<file path="src/rtl/alu_pkg.sv">
// Shared definitions for the LegV8 bit-serial ALU: slice op codes, flag bit
// positions and the sequencer state encoding.
package alu_pkg;

  localparam logic [3:0] OP_AND   = 4'b1100;
  localparam logic [3:0] OP_OR    = 4'b1101;
  localparam logic [3:0] OP_ADD   = 4'b1110;
  localparam logic [3:0] OP_SUBAB = 4'b1010;
  localparam logic [3:0] OP_SUBBA = 4'b0110;
  localparam logic [3:0] OP_NOR   = 4'b0000;
  localparam logic [3:0] OP_SLT   = 4'b1011;

  localparam int FLG_N = 3;
  localparam int FLG_Z = 2;
  localparam int FLG_C = 1;
  localparam int FLG_V = 0;

  typedef enum logic [1:0] {
    ST_IDLE = 2'd0,
    ST_RUN  = 2'd1,
    ST_DONE = 2'd2
  } state_t;

  // Two's-complement "+1" is needed exactly when one operand is inverted.
  function automatic logic carry_in0(input logic [3:0] s);
    return s[3] ^ s[2];
  endfunction

endpackage

</file>
<file path="src/rtl/alu_serial_seq_slice.sv">
// One-bit LegV8 ALU slice: optional operand inversion, then AND/OR/SUM/PASS
// selected by s[1:0]; set always carries the raw sum bit for SLT.
module ALU1bit (
  input  logic       a,
  input  logic       b,
  input  logic       cin,
  input  logic       less,
  input  logic [3:0] s,
  output logic       f,
  output logic       cout,
  output logic       set
);

  logic ai;
  logic bi;
  logic sum;

  always_comb begin
    ai   = s[3] ? a : ~a;
    bi   = s[2] ? b : ~b;
    sum  = ai ^ bi ^ cin;
    cout = (ai & bi) | (ai & cin) | (bi & cin);
    set  = sum;
    case (s[1:0])
      2'b00:   f = ai & bi;
      2'b01:   f = ai | bi;
      2'b10:   f = sum;
      default: f = less;
    endcase
  end

endmodule

</file>
<file path="src/rtl/alu_serial_seq.sv">
// Bit-serial ALU sequencer: runs one ALU1bit slice LSB-first for WIDTH cycles,
// then presents the assembled result and NZCV flags with a one-cycle done.
module alu_serial_seq
  import alu_pkg::*;
#(
  parameter int WIDTH = 64
) (
  input  logic             clock,
  input  logic             reset_n,
  input  logic             start,
  input  logic [3:0]       op,
  input  logic [WIDTH-1:0] a,
  input  logic [WIDTH-1:0] b,
  output logic             busy,
  output logic             done,
  output logic [WIDTH-1:0] result,
  output logic [3:0]       flags
);

  localparam int CW = (WIDTH > 1) ? $clog2(WIDTH) : 1;
  localparam logic [CW-1:0] LAST = CW'(WIDTH - 1);

  state_t           state;
  state_t           state_nx;
  logic [WIDTH-1:0] a_sh;
  logic [WIDTH-1:0] b_sh;
  logic [WIDTH-1:0] res_sh;
  logic [3:0]       op_q;
  logic [CW-1:0]    cnt;
  logic             carry;
  logic             msb_cin;
  logic             msb_cout;
  logic             msb_set;
  logic [WIDTH-1:0] result_q;
  logic [3:0]       flags_q;
  logic             done_q;
  logic             slice_f;
  logic             slice_cout;
  logic             slice_set;
  logic [WIDTH-1:0] res_fin;

  function automatic logic [3:0] nzcv(input logic [WIDTH-1:0] r,
                                      input logic ci, input logic co);
    logic [3:0] fl;
    fl        = '0;
    fl[FLG_N] = r[WIDTH-1];
    fl[FLG_Z] = (r == '0);
    fl[FLG_C] = co;
    fl[FLG_V] = ci ^ co;
    return fl;
  endfunction

  ALU1bit u_slice (
    .a    (a_sh[0]),
    .b    (b_sh[0]),
    .cin  (carry),
    .less (1'b0),
    .s    (op_q),
    .f    (slice_f),
    .cout (slice_cout),
    .set  (slice_set)
  );

  // SLT reports only the sign of a-b taken from the MSB sum bit.
  assign res_fin = (op_q[1:0] == 2'b11) ? {{(WIDTH-1){1'b0}}, msb_set} : res_sh;

  always_comb begin
    state_nx = state;
    case (state)
      ST_IDLE: if (start) state_nx = ST_RUN;
      ST_RUN:  if (cnt == LAST) state_nx = ST_DONE;
      ST_DONE: state_nx = ST_IDLE;
      default: state_nx = ST_IDLE;
    endcase
  end

  always_ff @(posedge clock or negedge reset_n) begin
    if (!reset_n) begin
      state <= ST_IDLE;
    end else begin
      state <= state_nx;
    end
  end

  always_ff @(posedge clock or negedge reset_n) begin
    if (!reset_n) begin
      a_sh     <= '0;
      b_sh     <= '0;
      res_sh   <= '0;
      op_q     <= '0;
      cnt      <= '0;
      carry    <= 1'b0;
      msb_cin  <= 1'b0;
      msb_cout <= 1'b0;
      msb_set  <= 1'b0;
      result_q <= '0;
      flags_q  <= '0;
      done_q   <= 1'b0;
    end else begin
      done_q <= 1'b0;
      case (state)
        ST_IDLE: begin
          if (start) begin
            a_sh  <= a;
            b_sh  <= b;
            op_q  <= op;
            cnt   <= '0;
            carry <= carry_in0(op);
          end
        end
        ST_RUN: begin
          a_sh   <= a_sh >> 1;
          b_sh   <= b_sh >> 1;
          res_sh <= {slice_f, res_sh[WIDTH-1:1]};
          carry  <= slice_cout;
          cnt    <= cnt + 1'b1;
          if (cnt == LAST) begin
            msb_cin  <= carry;
            msb_cout <= slice_cout;
            msb_set  <= slice_set;
          end
        end
        ST_DONE: begin
          result_q <= res_fin;
          flags_q  <= nzcv(res_fin, msb_cin, msb_cout);
          done_q   <= 1'b1;
        end
        default: ;
      endcase
    end
  end

  assign busy   = (state == ST_RUN);
  assign done   = done_q;
  assign result = result_q;
  assign flags  = flags_q;

endmodule

</file>
<file path="config.mk">
export PLATFORM = sky130hd
export DESIGN_NAME = alu_serial_seq
export DESIGN_NICKNAME = d
export VERILOG_FILES = /design/src/rtl/alu_pkg.sv /design/src/rtl/alu_serial_seq_slice.sv /design/src/rtl/alu_serial_seq.sv
export SDC_FILE = /design/constraint.sdc
export NUM_CORES = 1
export LEC_CHECK = 0
export CORE_ASPECT_RATIO = 1.2
export CORE_MARGIN = 1
export CORE_UTILIZATION = 50
export DETAILED_ROUTE_END_ITERATION = 7
export HOLD_SLACK_MARGIN = 0.03
export PLACE_DENSITY = 0.81
export SLEW_MARGIN = 20
export SYNTH_ARGS = -nofsm -noshare
export SYNTH_HDL_FRONTEND = slang
export SYNTH_SLANG_ARGS = --single-unit
</file>
<file path="constraint.sdc">
create_clock -name clock -period 1.75 [get_ports clock]
set_input_delay 0.525 -clock clock [delete_from_list [all_inputs] [get_ports clock]]
set_output_delay 0.525 -clock clock [all_outputs]
set_load 0.02 [all_outputs]
</file>
==> run_results.csv <==
group,metric,value,unit
min_path,hp-class,"input pin to asynchronous set/reset pin",
floorplan,dieHeight,164,um
synthesis,syn-num-nets,1227,
critical_path,cpPeakStageDelay,380,ps
layout,antenna_cells,0,
critical_path,worstPathArrival,1240,ps
floorplan,num_rows,59,
drt,drt_iter0_drc,680,
clock_tree,cts_setup_buffers,0,
global_routing,grt_pass1_vias,8597,
global_routing,grt_overflow_total,0,
synthesis,synth_cell_type_count,40,
synthesis,syn_avg_cell_area,10.1,um2
sta,skew,15.4,ps
floorplan,dieWidth,137,um
critical_path,cp_slowest_cell,"dfrtp_1",
pwr,peakVddDrop,0.805,mV
sta,rsz0062_at_grt,"yes",
pwr,power,19.9,mW
floorplan,die_area,22500,um2
placed_design,dp_hpwl,17300,um
clock_tree,cts_tree,"built",
floorplan,initial_utilization,0.507,
pwr,p_per_area,1370,nW/um2
clock_tree,clock_path_buffers,3,
outcome,failed_checks,"setup timing",
pwr,p_leak,6.89,nW
drt,wl_per_cell,16.4,um
placed_design,postPlaceCellArea,13600,um2
sta,worst_slack,-19.0,ps
clock_tree,root_buffer,"clkbuf_16",
layout,layout_commonest_cell,"nand2_1",
sta,tns,-19.0,ps
synthesis,yosys-top-cells-area,"dfrtp_1, nand2_1, nor2_1, o22ai_1, a22o_1",
critical_path,cp_cell_sequence,"nand2b_4 -> clkinv_2 -> buf_6",
synthesis,synth_top_cell_area_share,0.630,
placed_design,gp_congestion,0.790,
synthesis,synth_top_area_cell,"dfrtp_1",
drt,drc_errors,0,
sta,maxSlewViolCount,0,
sta,relSlewSlack,0.568,
sta,hold_slack,475,ps
clock_tree,numClockSinks,276,
layout,nets,1440,
critical_path,crit_path_end_kind,"output port",
drt,first_pass_iters,6,
placed_design,place_ws,-312,ps
layout,final_cells,1594,
synthesis,ys_ff_latch,276,
synthesis,yosys_warnings,0,
synthesis,syn_area,11000,um2
critical_path,critical-path-top-delay-family,"flip-flops",
placed_design,dp.cells,1545,
critical_path,path_class,"flop to output port",
layout,drive_gt1_frac,0.148,
global_routing,grt_use_total,0.238,
layout,final_util,0.670,
placed_design,io_buffers,204,
global_routing,grt_max_degree,163,
outcome,status,"finished, violations left",
sta,max_freq,0.565,GHz
drt,vias,8790,
clock_tree,clk_latency,530,ps
critical_path,cp_num_buf_inv,2,
sta,period_share,1.01,
global_routing,antenna_found_initial,0,
critical_path,critPathLaunchType,"flop",
sta,worst_slew_pin_slew,648,ps
floorplan,pin_count,205,
sta,period_needed,1770,ps
synthesis,synth_cells,1088,
layout,syn_to_final_growth,32.1,%
drt,vias_per_cell,5.51,
layout,final.fill_count,1635,
layout,final_cell_mix,"nand2_1, dfrtp_1, nor2_1",
floorplan,core_area,21600,um2
critical_path,cp.required,1220,ps
clock_tree,numCtsBuffers,27,
critical_path,crit_fanout,2,
layout,final_area,14500,um2
sta,setup_viol,1,
drt,wirelength,26200,um
run,drv_cap,0,
clock_tree,clk_pin_slew,60,ps
clock_tree,htreeDepth,1,
synthesis,seq_area_frac_synth,0.630,
global_routing,grt_pass1_wl,42800,um
sta,hold_violations,0,
drt,final_antenna_net_count,0,
-- metal layers --
metal,share of wire,track usage,vias to the layer above
met3,0.056,0.0370,58
met5,0,0,-
met1,0.41,0.312,4308
met2,0.50,0.395,272
met4,0.037,0.0944,0
li1,-,-,4152
-- flip-flops by register name, indices dropped and copies added (netlist names) --
signal and cells:
a_sh 64, b_sh 64, res_sh 64, result 64, cnt 6, op_q 4
flags 3, state 2, carry 1, done 1, msb_cin 1, msb_cout 1
msb_set 1
-- final cells by class --
cell class	instances	area (um2)	area share
clock buffer	40	805	0.0555
multi-input combinational	734	3840	0.265
sequential	276	6910	0.477
clock inverter	8	67.6	0.00466
tap	274	343	0.0237
inverter	5	20.0	0.00138
timing repair buffer	257	2510	0.173
-- synthesized netlist by cell type (all sizes together) --
master,n
nand2,297
or3b,1
o211ai,1
mux2,3
fa,1
or4,1
nand4,5
a31oi,1
a221o,1
o22ai,87
nand3,6
nor3b,1
a21oi,3
xnor2,4
o31ai,1
a22o,63
nand2b,2
xor2,1
mux2i,2
nor3,2
ha,3
nor4b,1
dfrtp,276
buf,50
inv,5
nor2,181
a22oi,39
clkbuf,23
o21ai,13
nor4,14
-- cells by family after synthesis --
logic type | after synthesis | share of synthesized area
fa+ha+maj | 4 | 0.00525
mux | 5 | 0.00490
compound gates | 209 | 0.137
simple gates | 511 | 0.184
flops | 276 | 0.630
xor+xnor | 5 | 0.00399
buf+inv | 78 | 0.0349
-- repair_timing --
action,4_1_cts,5_1_grt
resized for setup,171,67
setup endpoints to repair,157,127
pin swaps,1,3
hold buffers,1,0
hold endpoints to repair,36,0
-- report_power, final --
part / switching (mW) / internal [mW] / total (mW)
clock network: 2.37 / 3.31 / 5.68
registers: 1.47 / 8.34 / 9.80
logic: 2.10 / 2.32 / 4.42
total: 5.94 / 14.0 / 19.9
-- final timing paths --
| path | from | slack [ps] | depth (start not counted) | endpoint |
|---|---|---|---|---|
| setup / recovery | state[1] | -20 | 3 | busy |
| hold / removal | reset_n | 480 | 2 | result[19] |
| setup reg to reg | state[0] | 50 | 5 | flags[2] |
| hold reg to reg | a_sh[25] | 480 | 2 | a_sh[25] |
| max in group asynchronous | reset_n | 660 | 3 | b_sh[47] |
| min in group clock | a_sh[25] | 480 | 2 | a_sh[25] |
No activity file was read; power rests on OpenSTA's default activity.
